**src/rtl/clint_pkg.sv**
```systemverilog
// Shared definitions for the CLINT tick sequencer.
// CLINT register offsets, the disarm value, the sequencer state encoding,
// the bus request record and the period normalisation helper.
package clint_pkg;

    localparam logic [31:0] MTIMECMP_LO = 32'h0000_4000;
    localparam logic [31:0] MTIMECMP_HI = 32'h0000_4004;
    localparam logic [31:0] MTIME_LO    = 32'h0000_BFF8;
    localparam logic [31:0] MTIME_HI    = 32'h0000_BFFC;

    // Writing this to mtimecmp pushes the compare point out of reach.
    localparam logic [31:0] DISARM_VAL  = 32'hFFFF_FFFF;

    typedef enum logic [3:0] {
        IDLE      = 4'd0,
        RD_HI1    = 4'd1,
        RD_LO     = 4'd2,
        RD_HI2    = 4'd3,
        CALC      = 4'd4,
        WR_HI_MAX = 4'd5,
        WR_LO     = 4'd6,
        WR_HI     = 4'd7,
        ARMED     = 4'd8,
        DIS_HI    = 4'd9,
        DIS_LO    = 4'd10
    } seq_state_e;

    // One single-beat bus access handed from the sequencer to the bus engine.
    typedef struct packed {
        logic [31:0] adr;
        logic        we;
        logic [31:0] dat;
    } bus_req_t;

    // A zero period would re-arm on the current count; treat it as one count.
    function automatic logic [63:0] norm_period(input logic [63:0] p);
        return (p == 64'd0) ? 64'd1 : p;
    endfunction

endpackage

```
**src/rtl/clint_wb_single_master.sv**
```systemverilog
// Single-transaction Wishbone master engine.
// Accepts one {adr, we, dat} request pulse while idle, holds stb/cyc until
// ack is sampled, then drops stb/cyc for at least one cycle. Read data is
// captured on the ack cycle.
// Ports:
//   clk_i, rst_i             clock, asynchronous active-high reset
//   req_i, req_*_i           request pulse and its address / write / data
//   done_o                   high in the cycle the access is acknowledged
//   rdata_o                  read data: live on the ack cycle, held after
//   wb_*                     Wishbone master signals (all registered)
module clint_wb_single_master (
    input  logic        clk_i,
    input  logic        rst_i,
    input  logic        req_i,
    input  logic [31:0] req_adr_i,
    input  logic        req_we_i,
    input  logic [31:0] req_dat_i,
    output logic        done_o,
    output logic [31:0] rdata_o,
    output logic [31:0] wb_adr_o,
    output logic [31:0] wb_dat_o,
    input  logic [31:0] wb_dat_i,
    output logic        wb_we_o,
    output logic [3:0]  wb_sel_o,
    output logic        wb_stb_o,
    output logic        wb_cyc_o,
    input  logic        wb_ack_i
);

    logic        stb_r;
    logic        we_r;
    logic [3:0]  sel_r;
    logic [31:0] adr_r;
    logic [31:0] dat_r;
    logic [31:0] rdata_r;

    // Bus strobe / address / data registers and read-data capture.
    // A request is only accepted when stb is low, so the cycle after an ack
    // is always a gap cycle.
    always_ff @(posedge clk_i or posedge rst_i) begin
        if (rst_i) begin
            stb_r   <= 1'b0;
            we_r    <= 1'b0;
            sel_r   <= 4'h0;
            adr_r   <= 32'h0000_0000;
            dat_r   <= 32'h0000_0000;
            rdata_r <= 32'h0000_0000;
        end else if (stb_r) begin
            if (wb_ack_i) begin
                stb_r   <= 1'b0;
                we_r    <= 1'b0;
                sel_r   <= 4'h0;
                rdata_r <= wb_dat_i;
            end else begin
                stb_r   <= 1'b1;
            end
        end else if (req_i) begin
            stb_r <= 1'b1;
            we_r  <= req_we_i;
            sel_r <= 4'hF;
            adr_r <= req_adr_i;
            dat_r <= req_dat_i;
        end else begin
            stb_r <= 1'b0;
        end
    end

    assign done_o   = stb_r & wb_ack_i;
    assign rdata_o  = done_o ? wb_dat_i : rdata_r;
    assign wb_adr_o = adr_r;
    assign wb_dat_o = dat_r;
    assign wb_we_o  = we_r;
    assign wb_sel_o = sel_r;
    assign wb_stb_o = stb_r;
    assign wb_cyc_o = stb_r;

endmodule

```
**src/rtl/clint_tick_sequencer.sv**
```systemverilog
// Periodic machine-timer tick sequencer (second Wishbone master to the CLINT).
// On enable it reads mtime tear-free (hi, lo, hi) and arms
// mtimecmp = mtime + period. On each timer interrupt it re-arms drift-free
// with mtimecmp += period and pulses tick_o. mtimecmp hi is parked at all-ones
// before the lo half changes so a half-written compare can never match.
// Ports:
//   clk_i, rst_i     clock, asynchronous active-high reset
//   enable_i         1 = keep ticking, 0 = disarm
//   period_i         tick period in mtime counts (0 behaves as 1)
//   timer_irq_i      CLINT machine-timer interrupt level
//   wb_*             Wishbone master port towards the CLINT
//   tick_o           one-cycle pulse per serviced interrupt
//   armed_o          mtimecmp holds a valid target
//   tick_count_o     serviced ticks since reset, wrapping
module clint_tick_sequencer
    import clint_pkg::*;
#(
    parameter logic [31:0] CLINT_BASE = 32'h0200_0000,
    parameter int          PERIOD_W   = 32,
    parameter int          SETTLE_CYC = 2
) (
    input  logic                clk_i,
    input  logic                rst_i,
    input  logic                enable_i,
    input  logic [PERIOD_W-1:0] period_i,
    input  logic                timer_irq_i,
    output logic [31:0]         wb_adr_o,
    output logic [31:0]         wb_dat_o,
    input  logic [31:0]         wb_dat_i,
    output logic                wb_we_o,
    output logic [3:0]          wb_sel_o,
    output logic                wb_stb_o,
    output logic                wb_cyc_o,
    input  logic                wb_ack_i,
    output logic                tick_o,
    output logic                armed_o,
    output logic [31:0]         tick_count_o
);

    localparam logic [7:0] SETTLE_INIT = 8'(SETTLE_CYC);

    seq_state_e  state_r;
    logic [31:0] hi1_r;
    logic [31:0] lo_r;
    logic [63:0] target_r;
    logic [63:0] period_r;
    logic [7:0]  settle_r;
    logic        armed_r;
    logic        tick_r;
    logic [31:0] tick_cnt_r;
    logic        req_r;
    bus_req_t    req_q_r;

    logic        eng_done_s;
    logic [31:0] eng_rdata_s;
    logic [63:0] period_in_s;

    assign period_in_s = norm_period(64'(period_i));

    // The bus access a state performs, issued one cycle before the engine
    // needs it so back-to-back accesses keep a single-cycle gap.
    function automatic bus_req_t access_for(input seq_state_e st, input logic [63:0] tgt);
        bus_req_t r;
        r.adr = CLINT_BASE + MTIME_HI;
        r.we  = 1'b0;
        r.dat = 32'h0000_0000;
        case (st)
            RD_HI1, RD_HI2: begin
                r.adr = CLINT_BASE + MTIME_HI;
                r.we  = 1'b0;
                r.dat = 32'h0000_0000;
            end
            RD_LO: begin
                r.adr = CLINT_BASE + MTIME_LO;
                r.we  = 1'b0;
                r.dat = 32'h0000_0000;
            end
            WR_HI_MAX, DIS_HI: begin
                r.adr = CLINT_BASE + MTIMECMP_HI;
                r.we  = 1'b1;
                r.dat = DISARM_VAL;
            end
            WR_LO: begin
                r.adr = CLINT_BASE + MTIMECMP_LO;
                r.we  = 1'b1;
                r.dat = tgt[31:0];
            end
            WR_HI: begin
                r.adr = CLINT_BASE + MTIMECMP_HI;
                r.we  = 1'b1;
                r.dat = tgt[63:32];
            end
            DIS_LO: begin
                r.adr = CLINT_BASE + MTIMECMP_LO;
                r.we  = 1'b1;
                r.dat = DISARM_VAL;
            end
            default: begin
                r.adr = CLINT_BASE + MTIME_HI;
                r.we  = 1'b0;
                r.dat = 32'h0000_0000;
            end
        endcase
        return r;
    endfunction

    // Sequencer FSM with registered tick/armed/count outputs and bus requests.
    always_ff @(posedge clk_i or posedge rst_i) begin
        if (rst_i) begin
            state_r    <= IDLE;
            hi1_r      <= 32'h0000_0000;
            lo_r       <= 32'h0000_0000;
            target_r   <= 64'd0;
            period_r   <= 64'd0;
            settle_r   <= 8'd0;
            armed_r    <= 1'b0;
            tick_r     <= 1'b0;
            tick_cnt_r <= 32'd0;
            req_r      <= 1'b0;
            req_q_r    <= '0;
        end else begin
            req_r  <= 1'b0;
            tick_r <= 1'b0;
            case (state_r)
                IDLE: begin
                    if (enable_i) begin
                        period_r <= period_in_s;
                        req_r    <= 1'b1;
                        req_q_r  <= access_for(RD_HI1, target_r);
                        state_r  <= RD_HI1;
                    end
                end
                RD_HI1: begin
                    if (eng_done_s) begin
                        hi1_r   <= eng_rdata_s;
                        req_r   <= 1'b1;
                        req_q_r <= access_for(RD_LO, target_r);
                        state_r <= RD_LO;
                    end
                end
                RD_LO: begin
                    if (eng_done_s) begin
                        lo_r    <= eng_rdata_s;
                        req_r   <= 1'b1;
                        req_q_r <= access_for(RD_HI2, target_r);
                        state_r <= RD_HI2;
                    end
                end
                RD_HI2: begin
                    if (eng_done_s) begin
                        req_r <= 1'b1;
                        if (eng_rdata_s != hi1_r) begin
                            // lo wrapped between the reads: retry lo under the new hi.
                            hi1_r   <= eng_rdata_s;
                            req_q_r <= access_for(RD_LO, target_r);
                            state_r <= RD_LO;
                        end else begin
                            // The park write does not depend on the target, so it
                            // is launched while CALC computes.
                            req_q_r <= access_for(WR_HI_MAX, target_r);
                            state_r <= CALC;
                        end
                    end
                end
                CALC: begin
                    target_r <= {hi1_r, lo_r} + period_r;
                    state_r  <= WR_HI_MAX;
                end
                WR_HI_MAX: begin
                    if (eng_done_s) begin
                        req_r   <= 1'b1;
                        req_q_r <= access_for(WR_LO, target_r);
                        state_r <= WR_LO;
                    end
                end
                WR_LO: begin
                    if (eng_done_s) begin
                        req_r   <= 1'b1;
                        req_q_r <= access_for(WR_HI, target_r);
                        state_r <= WR_HI;
                    end
                end
                WR_HI: begin
                    if (eng_done_s) begin
                        armed_r  <= 1'b1;
                        settle_r <= SETTLE_INIT;
                        state_r  <= ARMED;
                    end
                end
                ARMED: begin
                    if (!enable_i) begin
                        // Disable has priority over a coincident interrupt.
                        armed_r <= 1'b0;
                        req_r   <= 1'b1;
                        req_q_r <= access_for(DIS_HI, target_r);
                        state_r <= DIS_HI;
                    end else if (settle_r != 8'd0) begin
                        // The CLINT interrupt may still reflect the old compare.
                        settle_r <= settle_r - 8'd1;
                    end else if (timer_irq_i) begin
                        tick_r     <= 1'b1;
                        tick_cnt_r <= tick_cnt_r + 32'd1;
                        armed_r    <= 1'b0;
                        period_r   <= period_in_s;
                        target_r   <= target_r + period_in_s;
                        req_r      <= 1'b1;
                        req_q_r    <= access_for(WR_HI_MAX, target_r);
                        state_r    <= WR_HI_MAX;
                    end
                end
                DIS_HI: begin
                    if (eng_done_s) begin
                        req_r   <= 1'b1;
                        req_q_r <= access_for(DIS_LO, target_r);
                        state_r <= DIS_LO;
                    end
                end
                DIS_LO: begin
                    if (eng_done_s) begin
                        state_r <= IDLE;
                    end
                end
                default: begin
                    armed_r <= 1'b0;
                    state_r <= IDLE;
                end
            endcase
        end
    end

    clint_wb_single_master u_bus (
        .clk_i     (clk_i),
        .rst_i     (rst_i),
        .req_i     (req_r),
        .req_adr_i (req_q_r.adr),
        .req_we_i  (req_q_r.we),
        .req_dat_i (req_q_r.dat),
        .done_o    (eng_done_s),
        .rdata_o   (eng_rdata_s),
        .wb_adr_o  (wb_adr_o),
        .wb_dat_o  (wb_dat_o),
        .wb_dat_i  (wb_dat_i),
        .wb_we_o   (wb_we_o),
        .wb_sel_o  (wb_sel_o),
        .wb_stb_o  (wb_stb_o),
        .wb_cyc_o  (wb_cyc_o),
        .wb_ack_i  (wb_ack_i)
    );

    assign tick_o       = tick_r;
    assign armed_o      = armed_r;
    assign tick_count_o = tick_cnt_r;

endmodule

```
**config.mk**
```make
export PLATFORM = sky130hd
export DESIGN_NAME = clint_tick_sequencer
export DESIGN_NICKNAME = d
export VERILOG_FILES = /design/src/rtl/clint_pkg.sv /design/src/rtl/clint_wb_single_master.sv /design/src/rtl/clint_tick_sequencer.sv
export SDC_FILE = /design/constraint.sdc
export NUM_CORES = 1
export LEC_CHECK = 0
export ABC_AREA = 1
export CORE_MARGIN = 5
export CORE_UTILIZATION = 35
export CTS_BUF_LIST = sky130_fd_sc_hd__clkbuf_4 sky130_fd_sc_hd__clkbuf_8
export DETAILED_ROUTE_END_ITERATION = 10
export MAX_ROUTING_LAYER = met4
export PLACE_DENSITY = 0.49
export SLEW_MARGIN = 0
export SYNTH_ARGS = -nofsm -noshare
export SYNTH_HDL_FRONTEND = slang
export SYNTH_SLANG_ARGS = --single-unit
```
**constraint.sdc**
```tcl
create_clock -name clk_i -period 28.6 [get_ports clk_i]
set_clock_uncertainty 0.05 [all_clocks]
set_input_delay 5.72 -clock clk_i [delete_from_list [all_inputs] [get_ports clk_i]]
set_output_delay 5.72 -clock clk_i [all_outputs]
set_load 0.01 [all_outputs]
```
* Yosys cells after proc, flatten, opt, wreduce, memory -nomap -nowiden
Index checks and enable logic that the tools add are counted.
** Cells by class
- Add/sub/neg operators :: 4
- Multiplexer cells :: 67
- Bitwise gates (word level) :: 4
- Reductions and logical operators :: 23
- Eq/ne operators :: 28
** Operators by type and width (number)
- $mux W65 :: 10
- $pmux W65 S8 :: 1
- $mux W64 :: 7
- $pmux W64 S2 :: 2
- $mux W32 :: 5
- $add A64 B32 Y64 :: 1
- $add A64 B64 Y64 :: 1
- $pmux W32 S2 :: 1
- $mux W4 :: 15
- $mux W49 :: 1
- $pmux W4 S11 :: 1
- $add A32 B1 Y32 const B :: 1
- $logic_not A32 Y1 :: 1
- $ne A32 B32 Y1 :: 1
- $mux W8 :: 3
- $reduce_and A4 Y1 :: 5
- $mux W1 :: 17
- $eq A4 B3 Y1 const B :: 4
- $ne A2 B1 Y1 const B :: 8
- $pmux W8 S2 :: 1
- $reduce_bool A8 Y1 :: 2
- $ne A2 B2 Y1 const B :: 7
- $eq A4 B4 Y1 const B :: 3
- $reduce_and A11 Y1 :: 1
- other kinds (15) :: 27
** Storage, ports and cells
- Bits of input ports :: 69
- Flip-flop bits (word level) :: 406
- Output and inout port bits :: 105
- Word-level logic and storage cells :: 145

* Depth between registers and ports, before layout
- Depth after elaboration :: 7
- Depth in mapped cells :: 19
- Mapped depth without buffers :: 19

* By module
A second synthesis with hierarchy kept.
** Second synthesis, totals
- Cell total of the unflattened synthesis :: 3679
- Area total of the unflattened synthesis :: 23421.2 µm²
** By module, submodules not included
- clint_tick_sequencer :: cells each 3215, times used 1, area an instance 19412.4 µm², seq. area each 6080.8 µm²
- clint_wb_single_master :: cells each 464, times used 1, area an instance 4008.8 µm², seq. area each 2477.4 µm²

* Worst setup path after synthesis
No wires, ideal clock.
- Path kind :: input-to-reg
- From :: in period_i[24]
- To :: reg target_r[48]
- Data arrival time :: 7.700 ns
- Required time :: 28.433 ns
- Stages on the path :: 18
- Buffers on the path :: 0
- Library setup time :: 0.117 ns
- Path slack :: 20.733 ns
- Cell sequence :: nor4_1 > nand4_1 > o21bai_1 > ha_1 > fa_1 > nand3_1 > nand3_1 > nand2_1 > nand2_1 > nand2_1 > nand3_1 > nand2_1 > nand2_1 > nand3_1 > nand3_1 > nand2_1 > nand2_1 > nand2_1
** Between the ends
- Cells in the longest elaborated chain, start to end :: 7
** Ends and longest elaborated chain
- from (decl) :: line clint_tick_sequencer.sv:25 : input logic [PERIOD_W-1:0] period_i,
- $logic_not A32 Y1 :: line clint_pkg.sv:37 : return (p == 64'd0) ? 64'd1 : p;
- $mux W32 :: line clint_pkg.sv:37
- named net period_in_s[0] :: line clint_tick_sequencer.sv:56 : logic [63:0] period_in_s;
- $add A64 B32 Y64 :: line clint_tick_sequencer.sv:205 : target_r <= target_r + period_in_s;
- $mux W64 :: line clint_tick_sequencer.sv:200 : end else if (timer_irq_i) begin
- $mux W64 :: line clint_tick_sequencer.sv:197 : end else if (settle_r != 8'd0) begin
- $mux W64 :: line clint_tick_sequencer.sv:191 : if (!enable_i) begin
- $pmux W64 S2 :: line clint_tick_sequencer.sv:124 : case (state_r)
- to (signal assigned) :: line clint_tick_sequencer.sv:166 : target_r <= {hi1_r, lo_r} + period_r;
- to (signal assigned) :: line clint_tick_sequencer.sv:205
- to (decl) :: line clint_tick_sequencer.sv:45 : logic [63:0] target_r;
The timed path passes the listed nets, and every way through them passes these cells. The select of a mux whose other input is x is not followed.
A chain may end at the register's enable or synchronous reset.

* Worst setup path after layout
- From :: in wb_ack_i
- To :: reg req_q_r[35] in the netlist's numbering
** Between the ends
- Cells in the longest elaborated chain, start to end :: 6
- Elaborated cells between the ends (all ways) :: 13
- Those cells by class :: eq/ne (7); mux (4); bitwise (1); reduce/logical (1)
** Ends and longest elaborated chain
- from (decl) :: line clint_tick_sequencer.sv:34 : input logic wb_ack_i,
- $and A1 B1 Y1 * :: line clint_wb_single_master.sv:68 : assign done_o = stb_r & wb_ack_i;
- $mux W32 :: line clint_wb_single_master.sv:69 : assign rdata_o = done_o ? wb_dat_i : rdata_r;
- $ne A32 B32 Y1 :: line clint_tick_sequencer.sv:152 : if (eng_rdata_s != hi1_r) begin
- $mux W49 :: line clint_tick_sequencer.sv:152
- $mux W65 :: line clint_tick_sequencer.sv:150 : if (eng_done_s) begin
- $pmux W65 S8 :: line clint_tick_sequencer.sv:124
- to (signal assigned) :: line clint_tick_sequencer.sv:129 : req_q_r <= access_for(RD_HI1, target_r);
- to (signal assigned) :: line clint_tick_sequencer.sv:155 : req_q_r <= access_for(RD_LO, target_r);
- to (signal assigned) :: line clint_tick_sequencer.sv:160 : req_q_r <= access_for(WR_HI_MAX, target_r);
- to (decl) :: line clint_tick_sequencer.sv:52 : bus_req_t req_q_r;
Every way passes the cells marked *; elsewhere a longest branch is shown, timed or not. The select of a mux whose other input is x is not followed.

==> out/metrics.cfg <==
[run_status]
status=finished, final reports clean

[sta]
drv_slew=0
finalSetupTns_ps=0
fin_ws_ps=18940
finalHoldViolCount=0
tightestPinTransition_ps=1071
fin_crit_sh_pct=33.78
fmax_ghz=0.1035
period_needed_ps=9661
slew_headroom_pct=28.13
final-setup-viol-count=0
rsz0062_at_grt=no

[synth]
ys_ff_latch=314
synthTopCellsByArea=dfrtp_1 35%, nand2_1 24%, inv_1 7.5%
syn_avg_cell_area_sq_um=6.407
yosys_warnings=0
synth_top_area_share_pct=35.13
synth_cell_type_count=42
netlist_instances=3491
post-synth-top-area-cell=dfrtp_1
netlist_area_sq_um=22370
seq_area_frac_synth_pct=35.13

[setup_path]
cp_data_required_time_ps=29100
rr_worst_depth=8
worst_setup_path_start_kind=input pin
critPathKind=in2reg
rrSetupSlack_ps=23860
crit_path_end_kind=flip-flop
cp_max_fo=72
arrival_ps=10160
r2r-start=u_bus.wb_cyc_o
r2r_end=req_q_r[35]

[placement]
gp_congestion=1.030
pre_cts_ws_ps=18190
dpl.hpwl_um=75860
port_buffers=156

[drt]
drtPass1Iterations=9
route.antenna.remaining_nets=0
drcViolationCount=0
vias=22620
drt-initial-drc-count=1794
wire_per_inst_um=21.36
totalWireLength_um=95890
via_per_inst=5.039

[clock_tree]
htree_levels=2
clock_latency_ps=680
cts_tree=done
postCtsSetupBuffers=0
cts.clk_slew.worst_paths_ps=60
clockRootBuffer=clkbuf_8
hold_buffers=0
clock_sinks=314
ctsResizeCount=0
numCtsBuffers=61
cts.path.max_buffers=3

[floorplanning]
pin_count=174
fp.dieW_um=262.8
start_util_pct=35.39
dieArea_sq_um=69060
core_area_sq_um=63200
rows=92
fp.dieH_um=262.8

[pwr]
p_leak_nw=13.71
p_per_area_nw_per_um2=81.87
seqPwrFrac_pct=30.1
power_switching_mw=1.003
power_frac_comb_pct=45.4
peakVddDrop_mv=0.05022
p_int_mw=1.115
power_frac_clock_pct=24.5
p_sw_share_pct=47.37

[grt]
antenna_found_initial=4
grt_max_degree=120
grt_pass1_vias=21300
grt_usage_pct=27.52
grt_overflow=0
grt_pass1_wl_um=140500

[worst_hold_path]
hold_class=reg2reg
holdPathStages=2
min_to=req_q_r[58]
min_from=req_q_r[58]

[run]
drv_cap=0

[cells_and_area]
syn_to_final_growth_pct=15.68
drive_above_1_share_pct=5.412
nets=3731

cell usage in the layout (no fill, tap or decap), types with 2 or more instances in the layout:
master           synthesis  routed
o21bai_1                10      10
conb_1                   1      17
clkbuf_8                 0      82
xor2_1                  61      61
xnor2_1                 15      15
nor2_1                 272     268
dfrtp_1                314     314
fa_1                     2       2
nor2_4                   3       4
mux2_2                  28      28
nor2_2                   3       6
clkinv_2                 0       8
inv_1                  449     447
clkinv_1                 1       2
nand3_1                233     233
nand2_1               1446    1446
a21boi_0                 4       4
buf_4                   33      15
a21oi_1                116     115
nand3_4                  3       3
nor3_1                  35      35
and2_1                   4       4
inv_2                    4       4
bufinv_16                0       3
nand3b_1                 5       5
clkdlybuf4s50_1          0     156
diode_2                  0       3
o21a_1                   5       5
nand4_1                 85      85
o21ai_0                105     105
a31oi_1                 23      23
clkinvlp_4               0       2
nand2_2                 17      17
clkbuf_4                 0      13
and3_1                   2       2
or2_2                    5       5
ha_1                    67      67
nor4_1                  17      17
layout make-up:
class | count | area (sq um)
fill | 6897 | 37320
antenna | 3 | 7.507
clock inverter | 15 | 177.7
timing repair buffer | 171 | 1674
sequential | 314 | 7858
inverter | 455 | 1718
multi-input combinational | 2590 | 12150
clock buffer | 95 | 1226
tap | 846 | 1059
power by group through the flow:
stage	Combinational [mW]	Clock (mW)	Sequential (mW)
2_1_floorplan	0.614	0	0.594
6_report	0.962	0.519	0.637
3_5_place_dp	0.960	0	0.644
4_1_cts	0.964	0.536	0.637
3_3_place_gp	0.957	0	0.644
5_1_grt	1.06	0.554	0.645
flip-flops by register name (all words and copies together), names as in the netlist, 4 cells and up:
register,flops
tick_count_o,32
target_r,64
hi1_r,32
period_r,32
lo_r,32
req_q_r,36
settle_r,8
u_bus.rdata_r,32
u_bus.wb_adr_o,4
state_r,4
u_bus.wb_dat_o,32
per-stage QoR:
step / hold WS [ps] / instance area, sq um / utilization (%) / std cells / total power [mW]
after floorplan: 369.8 / 22430 / - / 3507 / 1.209
after global placement: 381.0 / 24460 / 38.70 / 4376 / 1.601
after detailed placement: 386.4 / 24460 / 38.70 / 4376 / 1.604
after CTS: 403.0 / 25860 / 40.93 / 4486 / 2.136
after global routing: 436.3 / 25870 / 40.93 / 4488 / 2.258
final: 403.5 / 25870 / 40.94 / 4489 / 2.118
worst max-delay path by stage:
stage	startpoint	endpoint	slack, ps
2_1_floorplan	rst_i	armed_o	14140
3_3_place_gp	wb_ack_i	req_q_r[35]	18220
3_5_place_dp	wb_ack_i	req_q_r[35]	18190
4_1_cts	wb_ack_i	req_q_r[35]	18950
5_1_grt	wb_ack_i	req_q_r[35]	18590
6_report	wb_ack_i	req_q_r[35]	18940
Yosys cell counts, drive strengths merged:
master and n:
xnor2 15, nor4 17, o211ai 1, nand2 1463, ha 67, and3 2
a221oi 1, nor3 37, a21boi 4, o21ai 106, nand3b 5, o311ai 1
inv 454, fa 2, conb 1, and2 4, nor2 278, a21oi 116
clkinv 1, nor3b 1, o21bai 10, nand3 236, xor2 61, buf 64
nand4 85, o21a 5, mux2 28, clkbuf 84, or2 5, dfrtp 314
a31oi 23
cells by family (layout without fill, tap and decap cells):
kind of cell | count (synthesis) | after routing | synth area share [%]
muxes | 28 | 28 | 1.410
adders and majority gates | 69 | 69 | 3.927
xor gates and xnor gates | 76 | 76 | 2.976
AOI/OAI and AO/OA | 267 | 267 | 6.361
and+or+nand+nor | 2133 | 2133 | 39.23
DFF | 314 | 314 | 35.13
other | 1 | 20 | 0.01677
buffers and inverters | 603 | 736 | 10.95
worst max-delay path: stages:
cell and delay (ps):
clkdlybuf4s50_1 470, nand2_2 520, inv_4 870, o21ai_0 380, nand3_1 180, buf_4 380
clkinv_1 950, nor4_1 530, a21oi_1 110
metal layers:
layer / up-vias / share of wire, % / global-route usage (%)
li1: 11090 / - / -
met1: 10630 / 46 / 37.98
met2: 736 / 43 / 40.79
met3: 166 / 6.5 / 4.354
met4: 0 / 4.5 / 10.53
met5: - / 0 / -
Note: power is estimated with default switching activity, not from simulation.
